===== src/rtl/fa_nibble_sequencer.sv =====
// Feeds wide operand pairs through an external 4-bit full adder one nibble at a time,
// LSB nibble first, chaining carry-out back into carry-in and assembling the wide result.
module fa_nibble_sequencer #(
    parameter int NIBBLES       = 4,
    parameter int SETTLE_CYCLES = 1
) (
    input  logic                 clk,
    input  logic                 rst_n,
    input  logic                 in_valid,
    output logic                 in_ready,
    input  logic [4*NIBBLES-1:0] in_a,
    input  logic [4*NIBBLES-1:0] in_b,
    input  logic                 in_cin,
    output logic [3:0]           add_a,
    output logic [3:0]           add_b,
    output logic                 add_cin,
    input  logic [3:0]           add_sum,
    input  logic                 add_cout,
    output logic                 out_valid,
    input  logic                 out_ready,
    output logic [4*NIBBLES-1:0] out_sum,
    output logic                 out_cout,
    output logic                 out_ovf,
    output logic                 busy
);
    localparam int W     = 4 * NIBBLES;
    localparam int IDX_W = (NIBBLES > 1) ? $clog2(NIBBLES) : 1;
    localparam int CNT_W = (SETTLE_CYCLES > 1) ? $clog2(SETTLE_CYCLES) : 1;

    typedef enum logic [1:0] {
        IDLE  = 2'd0,
        DRIVE = 2'd1,
        DONE  = 2'd2
    } state_t;

    state_t           state_reg, state_next;
    logic [W-1:0]     a_reg, b_reg;
    logic [IDX_W-1:0] nib_reg;
    logic [IDX_W-1:0] nib_inc;
    logic [CNT_W-1:0] settle_reg;
    logic             carry_reg;
    logic             ovf_reg;
    logic [3:0]       add_a_reg, add_b_reg;
    logic             add_cin_reg;
    logic [3:0]       a_nib   [NIBBLES];
    logic [3:0]       b_nib   [NIBBLES];
    logic [3:0]       sum_nib [NIBBLES];
    logic             accept, capture, last_settle, last_nib;

    assign last_settle = (settle_reg == CNT_W'(SETTLE_CYCLES - 1));
    assign last_nib    = (nib_reg == IDX_W'(NIBBLES - 1));
    assign nib_inc     = nib_reg + IDX_W'(1);

    always_comb begin
        state_next = state_reg;
        in_ready   = 1'b0;
        out_valid  = 1'b0;
        busy       = 1'b1;
        accept     = 1'b0;
        capture    = 1'b0;
        case (state_reg)
            IDLE: begin
                in_ready = 1'b1;
                busy     = 1'b0;
                accept   = in_valid;
                if (in_valid) begin
                    state_next = DRIVE;
                end
            end
            DRIVE: begin
                capture = last_settle;
                if (last_settle && last_nib) begin
                    state_next = DONE;
                end
            end
            DONE: begin
                out_valid = 1'b1;
                if (out_ready) begin
                    state_next = IDLE;
                end
            end
            default: begin
                state_next = IDLE;
            end
        endcase
    end

    always_ff @(posedge clk or negedge rst_n) begin
        if (!rst_n) begin
            state_reg <= IDLE;
        end else begin
            state_reg <= state_next;
        end
    end

    always_ff @(posedge clk or negedge rst_n) begin
        if (!rst_n) begin
            a_reg       <= '0;
            b_reg       <= '0;
            nib_reg     <= '0;
            settle_reg  <= '0;
            carry_reg   <= 1'b0;
            ovf_reg     <= 1'b0;
            add_a_reg   <= '0;
            add_b_reg   <= '0;
            add_cin_reg <= 1'b0;
        end else begin
            if (accept) begin
                a_reg       <= in_a;
                b_reg       <= in_b;
                nib_reg     <= '0;
                settle_reg  <= '0;
                add_a_reg   <= in_a[3:0];
                add_b_reg   <= in_b[3:0];
                add_cin_reg <= in_cin;
            end else if (state_reg == DRIVE) begin
                if (last_settle) begin
                    settle_reg <= '0;
                    carry_reg  <= add_cout;
                    if (last_nib) begin
                        ovf_reg <= (a_reg[W-1] == b_reg[W-1]) && (add_sum[3] != a_reg[W-1]);
                    end else begin
                        // Next nibble goes out on the same edge, chained on the fresh carry.
                        nib_reg     <= nib_inc;
                        add_a_reg   <= a_nib[nib_inc];
                        add_b_reg   <= b_nib[nib_inc];
                        add_cin_reg <= add_cout;
                    end
                end else begin
                    settle_reg <= settle_reg + CNT_W'(1);
                end
            end
        end
    end

    for (genvar gi = 0; gi < NIBBLES; gi++) begin : g_nib
        assign a_nib[gi]          = a_reg[4*gi +: 4];
        assign b_nib[gi]          = b_reg[4*gi +: 4];
        assign out_sum[4*gi +: 4] = sum_nib[gi];

        always_ff @(posedge clk or negedge rst_n) begin
            if (!rst_n) begin
                sum_nib[gi] <= '0;
            end else if (capture && (nib_reg == IDX_W'(gi))) begin
                sum_nib[gi] <= add_sum;
            end
        end
    end

    assign add_a    = add_a_reg;
    assign add_b    = add_b_reg;
    assign add_cin  = add_cin_reg;
    assign out_cout = carry_reg;
    assign out_ovf  = ovf_reg;

endmodule


===== config.mk =====
export PLATFORM = sky130hd
export DESIGN_NAME = fa_nibble_sequencer
export DESIGN_NICKNAME = d
export VERILOG_FILES = /design/src/rtl/fa_nibble_sequencer.sv
export SDC_FILE = /design/constraint.sdc
export NUM_CORES = 1
export LEC_CHECK = 0
export BUFFER_PORTS_ARGS = -buffer_cell sky130_fd_sc_hd__buf_2
export CORE_UTILIZATION = 47
export DETAILED_ROUTE_END_ITERATION = 7
export PLACE_DENSITY = 0.85
export SLEW_MARGIN = 0
export SYNTH_ARGS = -nofsm -noshare
export SYNTH_HDL_FRONTEND = slang
export SYNTH_SLANG_ARGS = --single-unit

===== constraint.sdc =====
create_clock -name clk -period 2 [get_ports clk]
set_input_delay 0.4 -clock clk [delete_from_list [all_inputs] [get_ports clk]]
set_output_delay 0.4 -clock clk [all_outputs]
set_load 0.02 [all_outputs]

==> results.md <==
* Run status: complete, no violations
* Root buffer cell: clkbuf_8
* Max-cap viol count at 0
* Setup tns final at 0 ns
* Die area at 6120 sq um
* Total global-route track usage at 20.1%
* Via/cell ratio at 5.29
* Synthesized Nets at 230
* RSZ-0062 raised after global routing: no
* Core Util, Final at 61.5%
* Sequential share of the synthesized area at 57.7%
* Fin area at 3410 sq um
* Detailed placement HPWL at 4000 microns
* DR iter-0 viols at 111
* Post-CTS sizing at 0
* Fmax at 535 MHz
* # clock sinks at 63
* Min-Delay Path Class: in2async
* Antenna-violating nets left at 0
* Setup Slack @ Placement at 0.147 ns
* Final Setup Violations at 0
* I/O pin cnt at 72
* First-pass GRT wire length at 8960 microns
* Area delta synth->final at 24.9%
* Fin Clk Skew at 0.0130 ns
* Yosys cell types at 27
* Antenna Cells at 0
* Most frequent cells in the layout: buf_2, dfrtp_1, mux2_2, a21o_1, clkbuf_8
* Slew Viols, Final at 0
* DRC at 0
* Crit path DAT at 2.09 ns
* Required @ worst endpoint at 2.22 ns
* Overflow after GRT at 0
* CTS Buf Count at 9
* Worst-Skew Late Latency at 0.34 ns
* Post-layout min period at 1.87 ns
* Port Buffer Count at 71
* Average cell area after synthesis at 14.8 sq um
* Largest net degree at the start of global routing at 33
* Ratio of cells with drive above 1 in the final layout at 52.2%
* Antenna violations before repair at 0
* Die span in y at 78.2 microns
* Netlist Area Pre-Place at 2730 sq um
* Syn Inst Count at 184
* Asr flop ratio synth at 100%
* Least-Margin Pin Slew at 0.595 ns
* Multi-input logic area at 1090 sq um
* Critical path fanouts, max at 9
* Filler cells at 438
* Worst-path clk slew at 0.08 ns
* Setup ws final at 0.131 ns
* Top_reg_cell synth: dfrtp_1
* Total Wirelength at 5510 microns
* # hold bufs at CTS at 0
* Wire per inst at 16.2 microns
* Vias at 1800
* Core area at 5540 sq um
* Final Wtd Congestion at 0.765
* Clk buf depth at 2
* CTS H-tree depth at 3
* Die W at 78.2 microns
* Yosys reg bits at 63
* Pre-antenna DRT Iters at 4
* Setup Fix Bufs, Post-CTS at 0
* Power per cell area at 1800 nW/um^2
* WHS at 0.0722 ns
* Vias in the first global route at 1850
* Pleak at 1.66 nW
* Total of warnings raised by yosys at 0
* Final Total Pwr at 6.15 mW
* Peak supply drop at 916 uV
* Post-synth EDFFs at 0
* # rows at 27
* Reg area at 1580 sq um
* Most common cell after layout, fill and taps aside: buf_2
* Final net count at 309
* CTS tree: done
* Area post-placement at 3200 sq um
* Crit Path Class: reg2reg
* Kind of start point of the critical path: flop
* Dpl cells at 324
* Slew HR at 60.2%
* Starting Density at 49.3%
* Worst Setup End Kind: flop
* Period utilisation layout at 93.4%
* Non-filler cells, final at 340
* Final hold vios at 0
cells in the mapped netlist (4+ instances only):
cell type,n,share of area [%]
mux2_2,37,15
a21o_1,10,2.7
inv_1,5,0.69
nand2_1,5,0.69
mux4_2,6,4.9
dfrtp_1,63,58
buf_2,6,1.1
and2_1,8,1.8
mux2_1,4,1.6
a221o_1,8,2.9
ha_1,4,1.8
where the power goes:
group          switching [mW]  leakage, nW  internal, mW
sequential              0.414        0.750          1.93
clock                   0.508        0.103         0.615
combinational            1.29        0.803          1.39
total                    2.22         1.66          3.93
area by class of cell:
type	count	share of cell area [%]
clock buffer	10	4.04
timing repair buffer	77	12.5
sequential	63	46.2
tap	72	2.64
clock inverter	6	2.02
multi-input combinational	107	32.0
inverter	5	0.550
critical path: stages (launching register included):
cell	delay, ns
dfrtp_1	0.41
inv_1	0.08
ha_1	0.54
mux4_2	0.38
a221o_1	0.33
metal layers:
layer  vias to the layer above  share of wire [%]  track usage, %
met5                         -                  0               0
met4                         0                2.4            11.9
met3                        13                4.5            5.12
met2                        52                 50            31.4
met1                       903                 43            25.4
li1                        832                  -               -
path summary, 6_finish.rpt:
kind	startpoint	to	slack, ns	depth (start not counted)
worst max register to register	nib_reg[0]	add_b[3]	0.13	4
worst min-delay path	rst_n	out_sum[3]	0.07	1
min in group clk	in_b[8]	b_reg[8]	0.28	2
worst min register to register	b_reg[0]	b_reg[0]	0.47	1
max in group asynchronous	rst_n	add_b[1]	1.36	2
worst max-delay path	nib_reg[0]	add_b[3]	0.13	4
kinds of logic after synthesis:
logic type,count (synthesis),synth area share [%]
AO/OA/AOI/OAI,27,8.02
adder cells (fa/ha/maj),4,1.83
buffers and inverters,14,2.47
flip-flops,63,57.7
multiplexers,49,23.8
AND/OR/NAND/NOR,27,6.14
Note: power is estimated with default switching activity, not from simulation.
